==> src/rtl/rx_byte_rcvr.sv <==
// Serial word receiver: synchronizes an external serial clock/data pair into clk,
// assembles NUM_BITS-bit words and hands them to a consumer with ready/overrun flags.
module rx_byte_rcvr #(
    parameter int NUM_BITS  = 8,
    parameter bit SHIFT_MSB = 1'b1
) (
    input  logic                clk,
    input  logic                n_rst,
    input  logic                serial_clk,
    input  logic                serial_in,
    input  logic                rx_enable,
    input  logic                byte_read,
    output logic [NUM_BITS-1:0] rx_data,
    output logic                data_ready,
    output logic                overrun_error
);

    localparam int CW = $clog2(NUM_BITS + 1);

    localparam logic [1:0] IDLE    = 2'd0;
    localparam logic [1:0] RECEIVE = 2'd1;
    localparam logic [1:0] LOAD    = 2'd2;

    logic                sclk_s1_q, sclk_s2_q, sclk_prev_q;
    logic                sdin_s1_q, sdin_s2_q;
    logic                rise_found;

    logic [1:0]          state_q, state_d;
    logic [CW-1:0]       cnt_q, cnt_d;
    logic [NUM_BITS-1:0] shreg_q, shreg_d, shifted;
    logic [NUM_BITS-1:0] rx_data_q, rx_data_d;
    logic                ready_q, ready_d;
    logic                ovr_q, ovr_d;

    always_ff @(posedge clk or negedge n_rst) begin
        if (!n_rst) begin
            sclk_s1_q   <= 1'b0;
            sclk_s2_q   <= 1'b0;
            sclk_prev_q <= 1'b0;
            sdin_s1_q   <= 1'b0;
            sdin_s2_q   <= 1'b0;
        end else begin
            sclk_s1_q   <= serial_clk;
            sclk_s2_q   <= sclk_s1_q;
            sclk_prev_q <= sclk_s2_q;
            sdin_s1_q   <= serial_in;
            sdin_s2_q   <= sdin_s1_q;
        end
    end

    assign rise_found = sclk_s2_q & ~sclk_prev_q;

    assign shifted = SHIFT_MSB ? {shreg_q[NUM_BITS-2:0], sdin_s2_q}
                               : {sdin_s2_q, shreg_q[NUM_BITS-1:1]};

    always_comb begin
        state_d   = state_q;
        cnt_d     = cnt_q;
        shreg_d   = shreg_q;
        rx_data_d = rx_data_q;
        ready_d   = ready_q;
        ovr_d     = ovr_q;

        case (state_q)
            IDLE: begin
                cnt_d = '0;
                if (rx_enable) state_d = RECEIVE;
            end
            RECEIVE: begin
                if (!rx_enable) begin
                    state_d = IDLE;
                    cnt_d   = '0;
                end else if (rise_found) begin
                    shreg_d = shifted;
                    cnt_d   = cnt_q + 1'b1;
                    if (cnt_q == CW'(NUM_BITS - 1)) state_d = LOAD;
                end
            end
            LOAD: begin
                rx_data_d = shreg_q;
                ready_d   = 1'b1;
                cnt_d     = '0;
                // A simultaneous byte_read acknowledges the old word, so no overrun.
                if (ready_q && !byte_read) ovr_d = 1'b1;
                state_d = rx_enable ? RECEIVE : IDLE;
            end
            default: begin
                state_d = IDLE;
                cnt_d   = '0;
            end
        endcase

        if (state_q != LOAD && byte_read) begin
            ready_d = 1'b0;
            ovr_d   = 1'b0;
        end
    end

    always_ff @(posedge clk or negedge n_rst) begin
        if (!n_rst) begin
            state_q   <= IDLE;
            cnt_q     <= '0;
            shreg_q   <= '0;
            rx_data_q <= '0;
            ready_q   <= 1'b0;
            ovr_q     <= 1'b0;
        end else begin
            state_q   <= state_d;
            cnt_q     <= cnt_d;
            shreg_q   <= shreg_d;
            rx_data_q <= rx_data_d;
            ready_q   <= ready_d;
            ovr_q     <= ovr_d;
        end
    end

    assign rx_data       = rx_data_q;
    assign data_ready    = ready_q;
    assign overrun_error = ovr_q;

endmodule
==> config.mk <==
export PLATFORM = sky130hd
export DESIGN_NAME = rx_byte_rcvr
export DESIGN_NICKNAME = d
export VERILOG_FILES = /design/src/rtl/rx_byte_rcvr.sv
export SDC_FILE = /design/constraint.sdc
export NUM_CORES = 1
export LEC_CHECK = 0
export CAP_MARGIN = 25
export CORE_MARGIN = 5
export CORE_UTILIZATION = 33
export DETAILED_ROUTE_END_ITERATION = 12
export GPL_TIMING_DRIVEN = 0
export PLACE_DENSITY_LB_ADDON = 0.2
export REMOVE_ABC_BUFFERS = 1
export SYNTH_ARGS = -nofsm -noshare
export SYNTH_HDL_FRONTEND = slang
export SYNTH_SLANG_ARGS = --single-unit
==> constraint.sdc <==
create_clock -name clk -period 1.75 [get_ports clk]
set_input_delay 0.4375 -clock clk [delete_from_list [all_inputs] [get_ports clk]]
set_output_delay 0.4375 -clock clk [all_outputs]
set_load 0.02 [all_outputs]
## Word level (Yosys, flattened, before mapping)

Cells that the tools add are included.

- Input port bits: 6
- Register bits: 29
- Logic and storage cells: 44
- Output and inout bits: 10

- Bitwise operators: 2
- Add/subtract/negate cells: 1
- Reductions and logical operators: 9
- Multiplexer cells: 14
- Equality and inequality tests: 7

Operators by type and width:

| operator | number |
|---|---|
| 4-bit two-way mux | 3 |
| 2-bit two-way mux | 4 |
| 1-bit two-way mux | 6 |
| 3-bit != test, second input constant | 2 |
| 2-bit case mux with 3 select lines | 1 |
| 3-bit AND reduction | 2 |
| 4-bit by 1-bit adder with 4-bit output, second input constant | 1 |
| 4-bit by 3-bit == test with 1-bit output, second input constant | 1 |
| 2-bit != test, second input constant | 2 |
| 2-bit nonzero test | 2 |
| 2-bit by 1-bit == test with 1-bit output, second input constant | 1 |
| 2-bit == test, second input constant | 1 |
| 1-bit logical AND | 2 |
| 2-bit logical NOT | 1 |
| 2-bit AND reduction | 1 |
| 1-bit bitwise AND | 1 |
| 1-bit logical NOT | 1 |
| 1-bit NOT | 1 |

## Depth between registers and ports, before layout

Gate-level depths: netlist (run 1).

- Depth in word-level cells: 5
- Depth in mapped cells: 4

## Worst setup path before layout (run 1)

Ideal clock, no wire load.

- Path kind: register to register
- From: register state_q[1]
- To: register shreg_q[0]
- Cell stages (with the launch flop): 4
- Setup slack: 0.346 ns
- Clock period less this slack: 1.404 ns
- Data required time: 1.625 ns
- Setup time: 0.125 ns
- Buffers on the path: 0
- Arrival time: 1.279 ns
- Cell sequence: dfrtp_1 nand3b_4 nor3b_4 mux2_2

- Word-level cells in the longest chain between the ends: 2

RTL lines:

| what | line | RTL |
|---|---|---|
| start, declared | 28 | `logic [1:0] state_q, state_d;` |
| start signal, assigned | 108 | `state_q <= state_d;` |
| 2-bit by 1-bit == test with 1-bit output | 64 | `case (state_q)` |
| 3-bit AND reduction (no line) | - |  |
| end signal, assigned | 110 | `shreg_q <= shreg_d;` |
| end, declared | 30 | `logic [NUM_BITS-1:0] shreg_q, shreg_d, shifted;` |

No other way between the ends.
A chain may end at the register's enable or synchronous reset.

## Worst setup path after layout (run 1)

- From: register rx_data_q[2] (netlist: rx_data[2])
- To: output rx_data[2]

RTL lines:

| what | line | RTL |
|---|---|---|
| start, declared | 31 | `logic [NUM_BITS-1:0] rx_data_q, rx_data_d;` |
| start signal, assigned | 111 | `rx_data_q <= rx_data_d;` |
| end, declared | 13 | `output logic [NUM_BITS-1:0] rx_data,` |

No word-level cell between the ends.

==> flow_summary.json, run 1 <==
{
  "status": "completed",
  "final_cells": 160,
  "hp-start": "sclk_s1_q$_DFF_PN0_",
  "yosysMostFrequentCell": "dfrtp_1",
  "dieArea_um2": 4631,
  "synth_cell_types": 21,
  "netlist_top_cells_count": "dfrtp_1, nand2_1, mux2_2",
  "p_leak_nw": 0.7594,
  "ir_drop_v": 0.0003895,
  "ios": 16,
  "dpl_worst_slack_ns": -0.3351,
  "hold_viol_final": 0,
  "h-tree-depth": 2,
  "ys_seq_area_share_pct": 65.24,
  "worstReg2RegStart": "state_q[1]$_DFFE_PN0P_",
  "drc": 0,
  "grt_use_total_pct": 10.07,
  "routed_wl_mm": 1.886,
  "layout-drive-gt1-share_pct": 17.54,
  "cts.sinks": 29,
  "syn_area_um2": 1112,
  "synthMuxAreaShare_pct": 8.999,
  "netlist.area_leader.share_pct": 65.24,
  "row_count": 21,
  "area_growth_pct": 28.68,
  "arrival_ns": 1.27,
  "synth_top_family_by_area": "simple AND/OR/NAND/NOR gates",
  "holdWs_ns": 0.3553,
  "path_buf_inv": 1,
  "antenna_found_initial": 0,
  "die_h_um": 68.06,
  "start_util_pct": 33.60,
  "clock_latency_ns": 0.33,
  "grt_start_max_net_pins": 18,
  "relSlewSlack_pct": 53.46,
  "worst_pin_slew_ns": 0.6960,
  "cpPeakStageDelay_ns": 0.60,
  "hold_path.class": "flip-flop to flip-flop",
  "path_clk_slew_ns": 0.09,
  "synth.area.top_cells": "dfrtp_1, nand2_1, mux2_2, nand3b_4, nor3b_4",
  "synth_seq_cells": 29,
  "synth_cells": 91,
  "synth_compound_area_share_pct": 2.812,
  "startpoint": "rx_data[2]$_DFFE_PN0P_",
  "fin_crit_ns": 1.710,
  "synth-async-reset-ratio_pct": 100.0,
  "synthFlopType": "dfrtp_1",
  "syn_avg_cell_area_um2": 12.22,
  "crit_path_start_kind": "flip-flop",
  "power_density_nw_per_um2": 949.8,
  "cp_max_fo": 2,
  "synth-edff-count": 0,
  "n_fill_cell": 343,
  "wl_per_cell_um": 11.79,
  "rsz0062_at_grt": "no",
  "cts_max_path_buffers": 2,
  "core_um2": 3311,
  "dp_cells": 151,
  "cp_top_family": "buffers and inverters",
  "drtPass1Iterations": 2,
  "grt_pass1_vias": 705,
  "cts_tree": "built",
  "final_nets": 120,
  "ys_warn_count": 0,
  "vias_per_cell": 4.431,
  "finalCritPeriodShare_pct": 97.71,
  "synth_xor_area_share_pct": 1.575,
  "critPathRequiredTime_ns": 1.31,
  "fmax_mhz": 584.8,
  "grt_pass1_wl_mm": 3.208,
  "finalSetupViolCount": 0,
  "num_vias": 709,
  "cts-root-buf": "clkbuf_4",
  "critical_path_class": "flip-flop to primary output",
  "grt_overflow": 0,
  "portBuffers": 15,
  "diodes": 0,
  "ant_nets": 0,
  "crit_slowest_cell": "clkdlybuf4s50_1",
  "yosys.area_share.simple_pct": 18.90,
  "setup_ws_ns": 0.04012,
  "synthAdderAreaFrac_pct": 1.125,
  "finalSetupTns_ns": 0,
  "drtIter0Drc": 15,
  "synth_area_leader_cell": "dfrtp_1",
  "gp_congestion": 0.6593,
  "cp_cell_sequence": "clkdlybuf4s50_1",
  "worstSetupEndpointType": "primary output",
  "place_hpwl_mm": 1.311,
  "cts_buffers": 5,
  "cap_violations": 0,
  "die_w_um": 68.06,
  "skew_ns": 0.008338,
  "maxSlewViolCount": 0
}
==> report_power, final <==
part           leakage, nW  total [mW]  switching [mW]  internal, mW
Sequential           0.383       0.784          0.0481         0.736
Combinational        0.335       0.111          0.0380        0.0729
Clock               0.0413       0.464           0.232         0.232
Total                0.759        1.36           0.318          1.04
==> cell usage in the layout (no fill, tap or decap), drive strengths merged <==
master and n:
dfrtp 29, nand2 26, mux2 8, clkdlybuf4s50 7, clkbuf 7, dlygate4sd2 5, nor2 3, o21ai 3
dlymetal6s2s 3, nand3b 3, inv 2, nand2b 2, and2b 2, a21oi 2, nor3b 2, buf 2
o22ai 1, xor2 1, nor2b 1, mux2i 1, xnor2 1, or3 1, ha 1, clkinv 1
==> registers in the layout, indices dropped and copies added (netlist names), 2 cells and up <==
name,count
rx_data,8
cnt_q,4
state_q,2
shreg_q,8
==> area by class of cell <==
class,count,area (um^2),share of cell area [%]
clock inverters,1,5.005,0.3497
repair buffers,17,198.9,13.90
inverters,2,7.507,0.5245
multi-input cells,58,371.6,25.96
well taps,46,57.56,4.021
flip-flops and latches,29,725.7,50.70
clock buffers,7,65.06,4.545
==> what timing repair did <==
| item | CTS | global route |
|---|---|---|
| setup buffers | 0 | 1 |
| endpoints found under the setup margin | 5 | 11 |
| pin swaps | 0 | 1 |
| resized for setup | 5 | 3 |
| hold buffers | 0 | 0 |
==> cells by family after synthesis <==
group,count (synthesis)
AND/OR/NAND/NOR,40
flip-flops,29
multiplexers,9
AO/OA/AOI/OAI,6
buffers and inverters,4
XOR/XNOR,2
adder cells (fa/ha/maj),1
==> path summary, 6_finish.rpt <==
kind                                          endpoint  slack (ns)  cells past startpoint
worst min register to register     sclk_s2_q$_DFF_PN0_        0.36                      0
worst max register to register  shreg_q[3]$_DFFE_PN0P_        0.33                      4
worst min-delay path               sclk_s2_q$_DFF_PN0_        0.36                      0
min in group asynchronous         cnt_q[2]$_DFFE_PN0P_        0.52                      1
worst max-delay path                        rx_data[2]        0.04                      1
max in group asynchronous       rx_data[2]$_DFFE_PN0P_        0.71                      2
==> through the flow <==
step | utilization, % | instance area (um^2) | total power [mW]
finish | 43.24 | 1431 | 1.359
floorplan | - | 1105 | 0.8528
CTS | 42.40 | 1404 | 1.373
detailed placement | 40.48 | 1340 | 0.9072
global placement | 39.64 | 1313 | 0.8933
global route | 43.24 | 1431 | 1.420
==> metal layers <==
| layer | global-route usage [%] | vias to the layer above | share of wire (%) |
|---|---|---|---|
| met1 | 10.86 | 351 | 42 |
| met2 | 15.52 | 13 | 51 |
| met5 | 0 | - | 0 |
| li1 | - | 338 | - |
| met3 | 3.941 | 7 | 4.3 |
| met4 | 8.189 | 0 | 3.2 |
No activity file was read; power rests on OpenSTA's default activity.
==> run 2: changes to the inputs <==
Settings changed: CORE_UTILIZATION 33 to 35.
==> run 2 against run 1 <==
Net effect: cell area grew 0.96%; register-to-register slack lost 0.02 ns; clock skew shrank 0.0049 ns; total power grew 7.9%; clock power grew 24%; die area shrank 4.9%; via count shrank 1.7%; setup slack gained 0.096 ns; first-iteration DRC count shrank 33%; combinational power is essentially flat; worst hold slack lost 0.00072 ns; cell count shrank 1.3%; largest power group unchanged.
==> flow_summary.json, run 2 (synthesized netlist as in run 1, its figures left out) <==
{
  "die_w_um": 66.38,
  "path_clk_slew_ns": 0.09,
  "arrival_ns": 1.84,
  "critical_path_class": "input port to flip-flop",
  "h-tree-depth": 2,
  "routed_wl_mm": 1.846,
  "crit_slowest_cell": "clkdlybuf4s50_1",
  "finalCritPeriodShare_pct": 92.20,
  "finalSetupViolCount": 0,
  "critPathRequiredTime_ns": 1.97,
  "finalPower_mw": 1.466,
  "final_nets": 120,
  "layout_commonest_cell": "dfrtp_1",
  "cts.sinks": 29,
  "hold_path.class": "flip-flop to flip-flop",
  "area_growth_pct": 29.92,
  "finalSetupTns_ns": 0,
  "antenna_found_initial": 0,
  "grt_pass1_wl_mm": 3.167,
  "place_hpwl_mm": 1.220,
  "fmax_mhz": 619.8,
  "row_count": 20,
  "cpPeakStageDelay_ns": 0.55,
  "die_h_um": 66.38,
  "wl_per_cell_um": 11.68,
  "power_density_nw_per_um2": 1015,
  "cp_cell_sequence": "clkdlybuf4s50_1 > nand3b_4 > nor3b_4 > buf_12 > mux2_2",
  "ctsHoldBuffers": 0,
  "diodes": 0,
  "drtPass1Iterations": 3,
  "cts_buffers": 5,
  "layout-drive-gt1-share_pct": 16.67,
  "relSlewSlack_pct": 56.10,
  "rsz0062_at_grt": "no",
  "maxSlewViolCount": 0,
  "core_um2": 3053,
  "cts_tree": "built",
  "cp_top_family": "buffers and inverters",
  "ios": 16,
  "grt_overflow": 0,
  "num_vias": 697,
  "cts_max_path_buffers": 2,
  "layout_common_cells": "dfrtp_1, nand2_1, mux2_2",
  "dieArea_um2": 4406,
  "holdWs_ns": 0.3545,
  "start_util_pct": 36.43,
  "placed_area_um2": 1338,
  "worst_pin_slew_ns": 0.6564,
  "ant_nets": 0,
  "fin_crit_ns": 1.614,
  "grt_start_max_net_pins": 18,
  "path_buf_inv": 2,
  "gp_congestion": 0.6856,
  "grt_use_total_pct": 10.31,
  "clock_latency_ns": 0.33,
  "grt_pass1_vias": 673,
  "p_leak_nw": 0.7872,
  "vias_per_cell": 4.411,
  "final_area_um2": 1445,
  "crit_path_start_kind": "input port",
  "hold_viol_final": 0,
  "cap_violations": 0,
  "cp_max_fo": 8,
  "cts-root-buf": "clkbuf_4",
  "status": "completed",
  "portBuffers": 15,
  "ir_drop_v": 0.0004803,
  "skew_ns": 0.003473,
  "drtIter0Drc": 10,
  "worstSetupEndpointType": "flip-flop",
  "n_fill_cell": 305,
  "drc": 0
}
## run 2: changes by cell type in the layout (fill, tap and decap cells not counted)
cell	change
clkdlybuf4s50_1	-2
bufinv_16	+1
clkbuf_1	+1
clkbuf_8	-1
clkinv_2	-1
dlygate4sd2_1	+1
dlymetal6s2s_1	+1
## run 2: report_power, final
part           total [mW]  internal (mW)  switching, mW
clock network       0.575          0.341          0.234
registers           0.781          0.736         0.0456
logic               0.110         0.0729         0.0374
total                1.47           1.15          0.317
## run 2: routing by layer
metal | vias up | share of wire (%) | global-route usage [%]
li1 | 341 | - | -
met1 | 332 | 51 | 13.63
met2 | 18 | 41 | 12.52
met3 | 6 | 5.0 | 4.592
met4 | 0 | 3.7 | 8.376
met5 | - | 0 | 0
## run 2: layout make-up
type / instances / area (um^2) / share of cell area (%)
clock buffers: 7 / 55.05 / 3.810
flip-flops and latches: 29 / 725.7 / 50.22
repair buffers: 17 / 200.2 / 13.85
inverters: 2 / 7.507 / 0.5195
well taps: 44 / 55.05 / 3.810
clock inverters: 1 / 30.03 / 2.078
multi-input cells: 58 / 371.6 / 25.71
## run 2: final timing paths
kind	start	to	slack [ns]	cells after the start
setup / recovery	rx_enable	shreg_q[5]$_DFFE_PN0P_	0.14	5
hold / removal	sdin_s1_q$_DFF_PN0_	sdin_s2_q$_DFF_PN0_	0.35	0
setup reg to reg	state_q[1]$_DFFE_PN0P_	shreg_q[5]$_DFFE_PN0P_	0.31	4
hold reg to reg	sdin_s1_q$_DFF_PN0_	sdin_s2_q$_DFF_PN0_	0.35	0
max in group asynchronous	n_rst	rx_data[5]$_DFFE_PN0P_	0.74	2
min in group asynchronous	n_rst	rx_data[2]$_DFFE_PN0P_	0.50	1
## run 2: stage by stage
step	std cells	worst slack [ns]	utilization [%]
global route	158	0.1036	47.34
finish	158	0.1365	47.34
CTS	157	0.001247	46.35
detailed placement	149	-0.3451	43.81
global placement	148	-0.3251	42.91
floorplan	89	0.3464	-
## run 2: repair_timing
| action | 4_1_cts | 5_1_grt |
|---|---|---|
| setup buffers | 0 | 1 |
| resized for setup | 6 | 4 |
| setup endpoints to repair | 6 | 12 |
| pin swaps | 0 | 1 |
## run 2: worst register-to-register path, cell delays in order (launching register included)
cell,delay [ns]
dfrtp_1,0.41
nand3b_4,0.21
nor3b_4,0.23
buf_12,0.15
mux2_2,0.33
